==> src/rtl/uart_pkg.sv <==
// rtl/uart_pkg.sv - shared constants and state type for the UART receiver
package uart_pkg;

  // 50 MHz clock, 19200 baud
  localparam int BAUD_DIV_DEFAULT = 2604;

  typedef enum logic [1:0] {
    IDLE    = 2'd0,
    RECEIVE = 2'd1,
    BREAK   = 2'd2
  } rcv_state_e;

endpackage

==> src/rtl/uart_sync2.sv <==
// rtl/uart_sync2.sv - two-flop synchronizer, both stages preset to 1 (idle line)
module uart_sync2 (
  input  logic clk,
  input  logic rst,
  input  logic async_in,
  output logic sync_out
);

  logic meta;

  always_ff @(posedge clk or posedge rst) begin
    if (rst) begin
      meta     <= 1'b1;
      sync_out <= 1'b1;
    end else begin
      meta     <= async_in;
      sync_out <= meta;
    end
  end

endmodule

==> src/rtl/uart_rcv.sv <==
// rtl/uart_rcv.sv - 8N1 UART receiver with ready/ack handshake, framing and overrun flags
module uart_rcv
  import uart_pkg::*;
#(
  parameter int BAUD_DIV = BAUD_DIV_DEFAULT
) (
  input  logic       clk,
  input  logic       rst,
  input  logic       RX,
  input  logic       clr_rdy,
  output logic [7:0] rx_data,
  output logic       rdy,
  output logic       frm_err,
  output logic       ovr_err
);

  localparam int CW = $clog2(BAUD_DIV);
  localparam logic [CW-1:0] HALF_LOAD = CW'(BAUD_DIV / 2 - 1);
  localparam logic [CW-1:0] FULL_LOAD = CW'(BAUD_DIV - 1);
  localparam logic [CW-1:0] CNT_ONE   = CW'(1);

  rcv_state_e    state;
  logic [CW-1:0] baud_cnt;
  logic [3:0]    bit_cnt;
  logic [8:0]    shreg;
  logic          RX_s;
  logic          sample;
  logic          false_start;
  logic          frame_done;
  logic          unused_start_bit;

  uart_sync2 u_sync (
    .clk      (clk),
    .rst      (rst),
    .async_in (RX),
    .sync_out (RX_s)
  );

  assign sample      = (state == RECEIVE) && (baud_cnt == '0);
  assign false_start = sample && (bit_cnt == 4'd0) && RX_s;
  assign frame_done  = sample && (bit_cnt == 4'd9);

  // The start bit ends up in shreg[0] at frame completion and is never needed.
  assign unused_start_bit = shreg[0];

  always_ff @(posedge clk or posedge rst) begin
    if (rst) begin
      state    <= IDLE;
      baud_cnt <= '0;
      bit_cnt  <= '0;
      shreg    <= '0;
    end else begin
      case (state)
        IDLE: begin
          if (!RX_s) begin
            state    <= RECEIVE;
            baud_cnt <= HALF_LOAD;
            bit_cnt  <= 4'd0;
          end
        end
        RECEIVE: begin
          if (sample) begin
            shreg    <= {RX_s, shreg[8:1]};
            baud_cnt <= FULL_LOAD;
            bit_cnt  <= bit_cnt + 4'd1;
            if (false_start) begin
              state <= IDLE;
            end else if (frame_done) begin
              state <= RX_s ? IDLE : BREAK;
            end
          end else begin
            baud_cnt <= baud_cnt - CNT_ONE;
          end
        end
        BREAK: begin
          if (RX_s) begin
            state <= IDLE;
          end
        end
        default: state <= IDLE;
      endcase
    end
  end

  // A completing frame wins over an acknowledge on the same edge.
  always_ff @(posedge clk or posedge rst) begin
    if (rst) begin
      rx_data <= 8'h00;
      rdy     <= 1'b0;
      frm_err <= 1'b0;
      ovr_err <= 1'b0;
    end else if (frame_done) begin
      rx_data <= shreg[8:1];
      rdy     <= 1'b1;
      frm_err <= ~RX_s;
      ovr_err <= clr_rdy ? 1'b0 : (ovr_err | rdy);
    end else if (clr_rdy) begin
      rdy     <= 1'b0;
      ovr_err <= 1'b0;
    end
  end

endmodule

==> config.mk <==
export PLATFORM = sky130hd
export DESIGN_NAME = uart_rcv
export DESIGN_NICKNAME = d
export VERILOG_FILES = /design/src/rtl/uart_pkg.sv /design/src/rtl/uart_sync2.sv /design/src/rtl/uart_rcv.sv
export SDC_FILE = /design/constraint.sdc
export NUM_CORES = 1
export LEC_CHECK = 0
export ABC_CLOCK_PERIOD_IN_PS = 2350
export CAP_MARGIN = 20
export CORE_MARGIN = 1.5
export CORE_UTILIZATION = 51
export CTS_CLUSTER_DIAMETER = 60
export CTS_CLUSTER_SIZE = 16
export DETAILED_ROUTE_END_ITERATION = 6
export GPL_TIMING_DRIVEN = 0
export PLACE_DENSITY = 0.74
export REMOVE_ABC_BUFFERS = 1
export SETUP_SLACK_MARGIN = 0.02
export SYNTH_ARGS = -nofsm -noshare
export SYNTH_HDL_FRONTEND = slang
export SYNTH_SLANG_ARGS = --single-unit
==> constraint.sdc <==
create_clock -name clk -period 2.35 [get_ports clk]
set_clock_uncertainty 0.15 [all_clocks]
set_input_delay 0.235 -clock clk [delete_from_list [all_inputs] [get_ports clk]]
set_output_delay 0.235 -clock clk [all_outputs]
set_load 0.02 [all_outputs]
### Yosys cells after proc, flatten, opt, wreduce, memory -nomap -nowiden

Cells that the tools add are included.

* add/sub/neg operators: 2
* mux-type cells: 17
* bitwise operators: 2
* eq/ne operators: 7
* reductions and logical operators: 13

Operator list (number)
* two-way mux 12 bit: 2
* one-hot mux 12 bit (2 select lines): 1
* logical NOT 12 bit: 1
* two-way mux 2 bit: 6
* subtractor 12 x 1 -> 12 bit (second input constant): 1
* two-way mux 4 bit: 2
* one-hot mux 4 bit (2 select lines): 1
* one-hot mux 2 bit (3 select lines): 1
* adder 4 x 1 -> 4 bit (second input constant): 1
* equality test 4 bit (second input constant): 1
* logical AND 1 bit: 4
* logical NOT 4 bit: 1
* two-way mux 1 bit: 4
* inequality test 2 bit (second input constant): 2
* AND reduction 2 bit: 2
* AND reduction 4 bit: 1
* nonzero test 2 bit: 2
* inequality test 3 bit (second input constant): 1
* AND reduction 3 bit: 1
* equality test 2 x 1 -> 1 bit (second input constant): 1
* equality test 2 bit (second input constant): 1
* logical NOT 2 bit: 1
* inequality test 2 x 1 -> 1 bit (second input constant): 1
* NOT 1 bit: 1
* bitwise OR 1 bit: 1

* bits in registers: 40
* input bits: 4
* output and inout port bits: 11
* logic and storage cells: 51

### Logic depth before layout (Yosys ltp)

* word-level depth: 7
* gate-level depth with buffers: 8
* gate-level depth less buffers: 6

### Cells and area by module

A second synthesis with hierarchy kept.

* cells, all modules: 179
* area, all modules: 1856.8 µm²

Modules (own cells, without submodules)
* uart_rcv: seq. area each 925.9 µm², area each 1800.5 µm², times used 1, cells each 176
* uart_sync2: seq. area each 52.6 µm², area each 56.3 µm², times used 1, cells each 3

### Worst setup path before layout

No wires, ideal clock.

* kind: register to register
* from: register baud_cnt[0]
* to: register rx_data[0]
* cell stages (with the launch flop): 8
* setup time: 125 ps
* arrival time: 2244 ps
* slack: -170 ps
* period minus slack after synthesis: 2520 ps
* required time: 2075 ps
* buffers on the path: 1
* cell sequence: dfrtp_1 -> inv_1 -> ha_1 -> or4bb_1 -> or4_4 -> or3_1 -> buf_6 -> mux2_4

* word-level cells in the longest chain between the ends: 3

Ends and longest elaborated chain
* start, declared: line uart_rcv.sv:23 `logic [CW-1:0] baud_cnt;`
* start signal, assigned: line uart_rcv.sv:72 `baud_cnt <= baud_cnt - CNT_ONE;`
* logical NOT 12 bit: line uart_rcv.sv:39 `assign sample = (state == RECEIVE) && (baud_cnt == '0);`
* logical AND 1 bit: line uart_rcv.sv:39
* logical AND 1 bit: line uart_rcv.sv:41 `assign frame_done = sample && (bit_cnt == 4'd9);`
* end signal, assigned: line uart_rcv.sv:93 `rx_data <= shreg[8:1];`
* end, declared: line uart_rcv.sv:11 `output logic [7:0] rx_data,`

No other way between the ends.
A chain may end at the register's enable or synchronous reset.

### Final worst setup path

* from: register state[0]
* to: register rx_data[7]

* word-level cells in the longest chain between the ends: 3

Ends and longest elaborated chain
* start, declared: line uart_rcv.sv:22 `rcv_state_e state;`
* start signal, assigned: line uart_rcv.sv:69 `state <= RX_s ? IDLE : BREAK;`
* equality test 2 x 1 -> 1 bit: line uart_rcv.sv:39
* logical AND 1 bit: line uart_rcv.sv:39
* logical AND 1 bit: line uart_rcv.sv:41

No other way between the ends.

==> results.yml <==
finish:
  drive_above_1_share_pct: 31.8
  antenna_cells: 0
  final_area_sq_mm: 0.00237
  layout-area-overhead-vs-synth_pct: 24.7
  final_util_pct: 65.4
  design.final.nets: 206
floorplanning:
  die_w_microns: 64.1
  floorplan.rows: 22
  floorplan.core_area_sq_mm: 0.00363
  start_util_pct: 52.4
  io_pins: 15
  die-area_sq_mm: 0.00411
  die_h_microns: 64.1
logic_synthesis:
  synth.most_common_cell: "dfrtp_1"
  ys_top_cells_by_area: "dfrtp_1 (49%), mux2_2 (7.1%), ha_1 (3.3%)"
  mappedNetlistArea_sq_mm: 0.00190
  synth_top_area_share_pct: 48.6
  synth_cell_type_count: 46
  synth-seq-cells: 39
  async_reset_ff_share_pct: 100
  synth.yosys.warnings: 0
  ys.flop_type: "dfrtp_1"
  yosysTopAreaCell: "dfrtp_1"
  synthesis.instances: 169
  synth_sequential_area_ratio_pct: 51.4
  number_of_synthesized_flops_with_an_enable_pin: 0
  synthesis.area_per_instance_sq_um: 11.3
  synthTopCellsByCount: "dfrtp_1 (37), mux2_2 (12), nor2_1 (10)"
route:
  ant_nets: 0
  first_iter_violations: 53
  post_drt_wl_per_cell_microns: 15.7
  dr_total_vias: 1474
  routed_wl_mm: 3.87
  vias_per_cell: 5.99
  drc: 0
  drt_first_pass_iters: 4
timing:
  tcrit_tclk_final_pct: 112
  report.final.hold_viol_count: 0
  finalSetupViolations: 24
  grt_setup_unrepaired: "yes"
  post_route_worst_hold_slack_ns: 0.207
  timing.final.max_slew_violations: 0
  finalCriticalPeriod_ns: 2.64
  fmax_mhz: 379
  final_critical_path_setup_slack_ns: -0.287
  slew-limit-headroom_pct: 42.4
  setup_total_negative_slack_ns: -3.93
  timing_worst_slew_pin_value_ns: 0.862
power:
  sw_frac_of_total_pct: 19.5
  power.switching_mw: 0.248
  power.combinational.fraction_pct: 1.5
  total_leakage_power_nw: 1.07
  power.internal_mw: 1.02
  worst_ir_drop_vdd_mv: 0.253
  sequentialPowerShare_pct: 53.2
  power.density_cell_area_mw_per_mm2: 535
  clockPowerShare_pct: 45.3
status:
  status: "complete, but fails checks"
  failed_checks: "negative setup slack"
clock_tree:
  clock-sinks: 39
  clk_pin_slew_ns: 0.08
  clk-insertion-delay-late_ns: 0.29
  clock_tree_from_tritoncts: "built"
  cts-root-to-sink-buffers: 2
  cts_buffers: 5
  holdBufCountCts: 0
  clock_h_tree_levels: 2
  clockRootBuffer: "clkbuf_8"
global_routing:
  first_pass_grt_wire_length_mm: 6.57
  number_of_antenna_violations_at_the_first_check_in_global_routing: 0
  grt_pass1_vias: 1463
  grt_remaining_overflow: 0
  gr-usage-all-layers_pct: 20.6
  grt_start_max_net_pins: 40
hold_path:
  worst_hold_start: "RX"
  type_of_the_most_critical_hold_path: "input pin to flop"
critical_path:
  worstSetupEndpointType: "flop"
  cp_data_arrival_time_ns: 2.66
  startpoint_of_the_worst_slack_reg_to_reg_timing_path: "state[0]"
  worst-endpoint-required_ns: 2.37
  worstSetupPathType: "flop to flop"
  worst-path-max-fanout: 8
  timing.critical_path.from_type: "flop"
  cp-startpoint: "state[0]"
flow_run:
  maxCapViolCount: 0
placement:
  globalplace.congestion: 0.818
  dp_hpwl_mm: 2.41
  buffer_ports.inserted: 14
  post_dp_cell_area_sq_mm: 0.00206
cell families after synthesis:
| family | count (synthesis) | share of synthesized area, % |
|---|---|---|
| compound gates | 31 | 10.8 |
| fa+ha+maj | 5 | 3.29 |
| flops | 39 | 51.4 |
| simple gates | 62 | 19.4 |
| buf+inv | 14 | 3.94 |
| xor+xnor | 2 | 0.920 |
| mux | 16 | 10.2 |
per-layer routing:
| layer | GRT usage, % | vias up | part of all wire (%) |
|---|---|---|---|
| met5 | 0 | - | 0 |
| met4 | 7.71 | 0 | 2.8 |
| met3 | 4.40 | 15 | 5.1 |
| met2 | 35.2 | 47 | 50 |
| met1 | 25.5 | 733 | 42 |
| li1 | - | 679 | - |
worst paths after layout:
kind	endpoint	slack, ns	cells after the start
setup / recovery	rx_data[7]	-0.29	5
hold / removal	u_sync.meta	0.21	1
setup reg to reg	rx_data[7]	-0.29	5
hold reg to reg	u_sync.sync_out	0.21	0
max in group asynchronous	baud_cnt[2]	1.25	2
min in group asynchronous	baud_cnt[8]	0.26	2
power groups by stage:
stage | Clock (mW) | Combinational [mW] | Sequential, mW
2_1_floorplan | 0 | 0.0116 | 0.688
3_3_place_gp | 0 | 0.0198 | 0.689
3_5_place_dp | 0 | 0.0208 | 0.689
4_1_cts | 0.584 | 0.0209 | 0.676
5_1_grt | 0.623 | 0.0236 | 0.676
6_report | 0.575 | 0.0196 | 0.676
critical path, cell delays in order (launching register included):
cell and delay [ns]:
dfrtp_1 0.50, or4bb_4 0.59, or4_4 0.47, buf_12 0.15, nor3_4 0.31, mux2_4 0.34
flip-flops by register name, indices dropped and copies added, names as in the netlist, 2 cells and up:
| signal | count |
|---|---|
| baud_cnt | 12 |
| rx_data | 8 |
| shreg | 8 |
| bit_cnt | 4 |
| state | 2 |
metrics by stage:
stage	total power, mW	worst slack [ns]	std cells
final	1.27	-0.287	246
after global placement	0.709	-0.495	224
after CTS	1.28	-0.228	241
after global routing	1.32	-0.356	246
after floorplan	0.700	-0.344	162
after detailed placement	0.710	-0.556	224
cell usage in the layout (no fill, tap or decap), drive strengths merged, types with 3 or more instances in the layout:
cell type | synthesis | final
nand2 | 8 | 8
ha | 5 | 5
o21ai | 6 | 6
inv | 7 | 7
nand3 | 8 | 8
dfrtp | 37 | 37
clkdlybuf4s50 | 0 | 14
nand2b | 4 | 4
a21oi | 8 | 8
buf | 4 | 13
nor3 | 6 | 6
clkbuf | 3 | 6
mux2 | 16 | 16
or3 | 5 | 5
or4 | 5 | 6
or2 | 3 | 3
nor2 | 10 | 10
cell type report:
cell class / instances / area, sq um
Sequential cell: 39 / 980
Inverter: 7 / 26.3
Multi-Input combinational cell: 117 / 930
Tap cell: 48 / 60.1
Timing Repair Buffer: 27 / 262
Clock inverter: 2 / 35.0
Fill cell: 281 / 1260
Clock buffer: 6 / 82.6
what timing repair did:
| item | CTS | global route |
|---|---|---|
| cloned | 1 | 0 |
| setup endpoints to repair | 30 | 30 |
| pin swaps | 4 | 6 |
| gates resized for setup | 11 | 15 |
| buffers inserted | 8 | 5 |
No activity file was read; power rests on OpenSTA's default activity.
